$ cat config.mk
export PLATFORM = sky130hd
export DESIGN_NAME = regfile_multiport
export DESIGN_NICKNAME = d
export VERILOG_FILES = /design/src/rtl/regfile_multiport.sv
export SDC_FILE = /design/constraint.sdc
export NUM_CORES = 1
export LEC_CHECK = 0
export ABC_AREA = 1
export BUFFER_PORTS_ARGS = -buffer_cell sky130_fd_sc_hd__buf_4
export CORE_MARGIN = 8
export CORE_UTILIZATION = 50
export DETAILED_ROUTE_END_ITERATION = 10
export PLACE_DENSITY = 0.74
export SLEW_MARGIN = 20
export SYNTH_ARGS = -nofsm -noshare
export SYNTH_HDL_FRONTEND = slang
export SYNTH_SLANG_ARGS = --single-unit
$ cat constraint.sdc
create_clock -name clk -period 2.2 [get_ports clk]
set_input_delay 0.44 -clock clk [delete_from_list [all_inputs] [get_ports clk]]
set_output_delay 0.44 -clock clk [all_outputs]
set_load 0.01 [all_outputs]
$ cat src/rtl/regfile_multiport.sv
// regfile_multiport: multi-port register file with two combinational read
// ports, one synchronous write port and a sequential sweep-clear engine.
//
// Optional feature macro: REGFILE_BYPASS_EN
//   When defined, a write in progress in IDLE is forwarded to any read port
//   that addresses the same register, in the same cycle. Forwarding is never
//   applied during a sweep-clear or to a hardwired-zero register 0.
//
// Handshake note: there is no valid/ready pairing here. write_enable is a
// single-cycle strobe sampled on the rising edge and only honoured in IDLE.
// clear_req is sampled on the rising edge in IDLE only. busy is high exactly
// while the sweep runs, and clear_done is a one-cycle pulse in the cycle that
// follows the edge which cleared the last register.
//
// state_dbg / idx_dbg expose the FSM state and sweep index for observation.

module regfile_multiport #(
    parameter int DATA_W   = 8,
    parameter int NUM_REGS = 4,
    parameter int ZERO_REG = 0,
    localparam int ADDR_W  = (NUM_REGS > 1) ? $clog2(NUM_REGS) : 1
) (
    input  logic              clk,
    input  logic              reset_n,
    input  logic              write_enable,
    input  logic [ADDR_W-1:0] dest_reg,
    input  logic [DATA_W-1:0] write_data,
    input  logic [ADDR_W-1:0] src1,
    input  logic [ADDR_W-1:0] src2,
    output logic [DATA_W-1:0] src1_data,
    output logic [DATA_W-1:0] src2_data,
    input  logic              clear_req,
    output logic              busy,
    output logic              clear_done,
    output logic              state_dbg,
    output logic [ADDR_W-1:0] idx_dbg
);

    typedef enum logic {
        IDLE  = 1'b0,
        CLEAR = 1'b1
    } state_t;

    localparam logic [ADDR_W-1:0] LAST_IDX = ADDR_W'(NUM_REGS - 1);

    state_t            state_q, state_d;
    logic [ADDR_W-1:0] idx_q, idx_d;
    logic              done_q, done_d;
    logic              wr_en;
    logic              clr_en;
    logic              dest_is_zero;

    logic [DATA_W-1:0] regs [NUM_REGS];

    // Register 0 is read-only zero when ZERO_REG is set.
    assign dest_is_zero = (ZERO_REG != 0) && (dest_reg == '0);

    // State register, sweep index and done pulse.
    always_ff @(posedge clk or negedge reset_n) begin
        if (!reset_n) begin
            state_q <= IDLE;
            idx_q   <= '0;
            done_q  <= 1'b0;
        end else begin
            state_q <= state_d;
            idx_q   <= idx_d;
            done_q  <= done_d;
        end
    end

    // Next-state logic: IDLE accepts writes and clear requests, CLEAR sweeps
    // one register per edge and ignores every request until it finishes.
    always_comb begin
        state_d = state_q;
        idx_d   = idx_q;
        done_d  = 1'b0;
        wr_en   = 1'b0;
        clr_en  = 1'b0;
        case (state_q)
            IDLE: begin
                wr_en = write_enable;
                if (clear_req) begin
                    state_d = CLEAR;
                    idx_d   = '0;
                end
            end
            CLEAR: begin
                clr_en = 1'b1;
                if (idx_q == LAST_IDX) begin
                    state_d = IDLE;
                    idx_d   = '0;
                    done_d  = 1'b1;
                end else begin
                    idx_d = idx_q + ADDR_W'(1);
                end
            end
            default: begin
                state_d = IDLE;
                idx_d   = '0;
            end
        endcase
    end

    // Register array: write in IDLE, zero one entry per edge in CLEAR.
    always_ff @(posedge clk or negedge reset_n) begin
        if (!reset_n) begin
            for (int i = 0; i < NUM_REGS; i++) begin
                regs[i] <= '0;
            end
        end else begin
            if (wr_en && !dest_is_zero) begin
                regs[dest_reg] <= write_data;
            end
            if (clr_en) begin
                regs[idx_q] <= '0;
            end
        end
    end

`ifdef REGFILE_BYPASS_EN
    logic byp_ok;
    assign byp_ok = (state_q == IDLE) && write_enable && !dest_is_zero;
`endif

    // Combinational read ports with optional same-cycle write forwarding.
    always_comb begin
        src1_data = regs[src1];
        src2_data = regs[src2];
        if ((ZERO_REG != 0) && (src1 == '0)) begin
            src1_data = '0;
        end
        if ((ZERO_REG != 0) && (src2 == '0)) begin
            src2_data = '0;
        end
`ifdef REGFILE_BYPASS_EN
        if (byp_ok && (src1 == dest_reg)) begin
            src1_data = write_data;
        end
        if (byp_ok && (src2 == dest_reg)) begin
            src2_data = write_data;
        end
`endif
    end

    assign busy       = (state_q == CLEAR);
    assign clear_done = done_q;
    assign state_dbg  = state_q;
    assign idx_dbg    = idx_q;

endmodule

# After elaboration in Yosys (flattened, before gate mapping)
# Cells that the tools add are included.
[word_totals]
output_inout_bits = 21
register_bits = 36
in_bits = 18
[op_classes]
n_eq_ne = 2
reduce_logical = 2
n_lt_le_gt_ge = 6
n_bitwise = 7
n_mux = 23
addsub = 1
[op_table]
columns = ["cell", "count"]
rows = [
  ["$mux 32", 2],
  ["$mux 8", 6],
  ["$and 32x32->32", 1],
  ["$bmux 8 s2", 2],
  ["$bwmux 32", 1],
  ["$demux 8 s2", 2],
  ["$not 32->32", 1],
  ["$ge 3x3->1 const B", 4],
  ["$not 2->3", 4],
  ["$lt 3x1->1 const B", 2],
  ["$mux 1", 6],
  ["$mux 2", 2],
  ["$pmux 2 s2", 1],
  ["$add 2x1->2 const B", 1],
  ["$eq 2x2->1 const B", 1],
  ["$logic_and 1x1->1", 2],
  ["$ne 2x2->1 const B", 1],
  ["$pmux 1 s2", 1],
  ["$not 1->1", 1],
]

# Longest topological paths before layout
[depth]
word_depth = 9
mapped_depth = 8
ltp_nobuf = 6

# Worst setup path after synthesis
# OpenSTA, ideal clock, no wires.
[synth_path]
kind = "in2out"
start = "in src1[1]"
end = "out src1_data[0]"
arrival_time_ps = 989
required_ps = 1760
n_path_buf = 1
path_slack_ps = 771
stages = 4
cell_sequence = "buf_1 -> inv_1 -> nand2_1 -> nand2_1"
[synth_between]
elab_chain_cells = 4
[synth_rtl]
columns = ["item", "line", "text"]
rows = [
  ["start: declaration", "28", "input logic [ADDR_W-1:0] src1,"],
  ["$not 2->3 (implied by the code)", "127", "src1_data = regs[src1];"],
  ["$bmux 8 s2", "127", ""],
  ["$mux 8 (implied by the code) (2 in a row)", "127", ""],
  ["end: declaration", "30", "output logic [DATA_W-1:0] src1_data,"],
]
# No other way between the ends. The select of a mux whose other input is x is not followed.

# Worst setup path after layout
[layout_path]
start = "reg regs[31] in the netlist's numbering"
end = "out src1_data[7]"
[layout_between]
elab_chain_cells = 3
[layout_rtl]
columns = ["item", "line", "text"]
rows = [
  ["start: declaration", "53", "logic [DATA_W-1:0] regs [NUM_REGS];"],
  ["start signal: indexed assignment", "112", "regs[dest_reg] <= write_data;"],
  ["$bmux 8 s2", "127", ""],
  ["$mux 8 (implied by the code) (2 in a row)", "127", ""],
]
# No other way between the ends. The select of a mux whose other input is x is not followed.

==> run_results.csv <==
group,metric,value,unit
drt,dr.pass1.iters,4,
logic_synthesis,synth_top_area_cell,"dfrtp_1",
cells_and_area,fin_cells,438,
timing,period_share,73.5,%
worst_setup_path,slowest_delay,0.36,ns
drt,wl,6.04,mm
cells_and_area,drive_gt1_share,19.3,%
clocking,cts.sinks,36,
worst_setup_path,crit_top_cell,"nand2_1",
global_route,grt_max_degree,37,
timing,setup_slack,0.583,ns
drt,vias,2206,
logic_synthesis,ys_top_cells_by_area,"dfrtp_1, nand2_1, nor2_1, o21ai_0, inv_1",
worst_setup_path,rr_startpoint,"busy",
cells_and_area,finalInstanceArea,2720,um^2
cells_and_area,diodes,0,
hold_path,min-delay-path-class,"in -> async",
timing,min_period,1.62,ns
logic_synthesis,synth-seq-area-share,38.4,%
clocking,cts_max_level,2,
clocking,post_cts_buffers,0,
logic_synthesis,syn-num-nets,373,
timing,rsz0062_at_grt,"false",
logic_synthesis,yosysUniqueCellTypes,21,
timing,final.setup.tns,0,ns
die,start_util,50.7,%
worst_setup_path,start_kind,"flop",
placement,dp_cells,430,
logic_synthesis,yosysWarnings,0,
cells_and_area,fill_cells,457,
global_route,track_usage,17.8,%
timing,fmax,0.619,GHz
placement,place_ws,0.599,ns
worst_setup_path,critPathSlowestCell,"dfrtp_1",
power_and_ir_drop,power_density,1180,nW/um^2
clocking,cts_tree,"yes",
drt,wl_per_cell,13.8,um
placement,hpwl,4.63,mm
power_and_ir_drop,comb_power_share,45.6,%
placement,placed_area,2610,um^2
logic_synthesis,synth_flop_cell,"dfrtp_1",
global_route,grtUsageMet2,29.5,%
die,core,4630,um^2
logic_synthesis,synth_seq_cells,36,
power_and_ir_drop,leakagePower,1.47,nW
clocking,postCtsHoldBufs,0,
die,rows,25,
clocking,clock-root-buffer,"clkbuf_8",
logic_synthesis,synth_top_area_share,38.4,%
worst_setup_path,cp-startpoint,"regs[31]",
global_route,antenna_found_initial,0,
cells_and_area,area_delta_synth_final,15.8,%
die,io_pins,39,
global_route,grt-ovfl-total,0,
worst_setup_path,worstPathCellList,"inv_1 > o21ai_0 > nand2_1 > nand2_1 > buf_4",
cells_and_area,layout.nets,405,
global_route,grt_use_met3,4.29,%
worst_setup_path,cp.arrival,1.18,ns
logic_synthesis,async_flop_share,100,%
timing,setup_viol,0,
drt,vias_per_cell,5.04,
logic_synthesis,synthCells,351,
power_and_ir_drop,p_clk_share,18.0,%
power_and_ir_drop,power.internal,1.86,mW
global_route,grt.met1_usage,22.2,%
flow_run,drv_cap,0,
drt,antenna_left,0,
global_route,grt.busiest_layer,"met2",
timing,worstMarginPinSlew,0.490,ns
timing,hold_violations,0,
drt,drc,0,
drt,drt_iter0_markers,131,
placement,port_buffers,38,
timing,slew_viol_final,0,
die,die-area,7150,um^2
worst_setup_path,cp_max_fo,2,
die,die_w,84.5,um
timing,fin_worst_skew,0.00427,ns
worst_setup_path,endpoint_kind,"primary output",
placement,gp_congestion,0.883,
logic_synthesis,syn_area,2350,um^2
logic_synthesis,avgSynthCellArea,6.69,um^2
clocking,cts_buffers,5,
die,die_y,84.5,um
logic_synthesis,synth-edff-count,0,
timing,slew_headroom,67.2,%
clocking,clock_latency,0.29,ns
clocking,cts.clk_slew.worst_paths,0.08,ns
clocking,clockBufferDepth,2,
clocking,cts_resized,0,
logic_synthesis,synth_common_cells,"nand2_1, nor2_1, dfrtp_1, o21ai_0, inv_1",
power_and_ir_drop,switchingPower,1.36,mW
power_and_ir_drop,p_seq_share,36.5,%
global_route,grt_pass1_wl,10.4,mm
power_and_ir_drop,peakVddDrop,0.847,mV
global_route,grt_pass1_vias,2144,
worst_setup_path,worst-setup-path-type,"reg -> out",
power_and_ir_drop,swShare,42.2,%
worst_setup_path,cp.required,1.76,ns
logic_synthesis,yosysMostFrequentCell,"nand2_1",
outcome,status,"finished, final reports clean",
-- stage by stage --
step	hold WS [ns]	util (%)	total power, mW
floorplan	0.144	-	2.15
global placement	0.424	56.3	2.61
detailed placement	0.421	56.3	2.66
CTS	0.108	58.7	3.24
global route	0.131	58.7	3.51
finish	0.0976	58.7	3.22
-- flip-flops by register name (all words and copies together), names as in the netlist --
name,count
regs,32
idx_dbg,2
busy,1
clear_done,1
-- power groups by stage --
stage | clock network [mW] | logic, mW | registers, mW
after CTS | 0.588 | 1.48 | 1.17
after global routing | 0.611 | 1.69 | 1.21
after floorplan | 0 | 1.05 | 1.10
after global placement | 0 | 1.44 | 1.17
after detailed placement | 0 | 1.47 | 1.18
final | 0.577 | 1.47 | 1.17
-- kinds of logic after synthesis --
| logic type | Yosys count | synth area share, % |
|---|---|---|
| buf+inv | 47 | 9.54 |
| compound gates | 33 | 7.14 |
| simple gates | 231 | 42.8 |
| flops | 36 | 38.4 |
| fa+ha+maj | 4 | 2.13 |
-- worst max-delay path: cells and delay by family, from the launching register on --
kind,cells,cell delay (ns)
AND/OR/NAND/NOR,2,0.15
buffers and inverters,2,0.17
AO/OA/AOI/OAI,1,0.21
flip-flops,1,0.36
-- routing by layer --
layer / share of wire [%] / up-vias
li1: - / 1135
met3: 6.4 / 4
met2: 46 / 60
met4: 1.2 / 0
met5: 0 / -
met1: 46 / 1007
-- placed cells by master (no fill, tap or decap) --
cell type / n
nand2_1: 132
nor2_1: 51
buf_4: 38
dfrtp_1: 36
o21ai_0: 32
inv_1: 31
nand3_1: 23
nor2_2: 18
clkbuf_8: 5
nor2_4: 4
ha_1: 4
inv_2: 2
inv_4: 1
nand2_8: 1
nand2_2: 1
nor2_8: 1
o31ai_1: 1
clkinv_2: 1
clkinvlp_4: 1
bufinv_16: 1
-- final timing paths --
kind,endpoint,slack [ns],cells past startpoint
min reg2reg,regs[24],0.52,2
max,src1_data[7],0.58,5
max in group asynchronous,idx_dbg[0],1.79,1
min,regs[19],0.1,1
max reg2reg,regs[27],0.78,5
min in group clk,idx_dbg[1],0.40,4
-- final cells by class --
| type | count | area (um^2) | share of cell area [%] |
|---|---|---|---|
| inverter | 34 | 130 | 4.79 |
| tap | 54 | 67.6 | 2.49 |
| sequential | 36 | 901 | 33.1 |
| clock buffer | 5 | 68.8 | 2.53 |
| clock inverter | 3 | 42.5 | 1.56 |
| timing repair buffer | 38 | 285 | 10.5 |
| multi-input combinational | 268 | 1220 | 45.0 |
No activity file was read; power rests on OpenSTA's default activity.
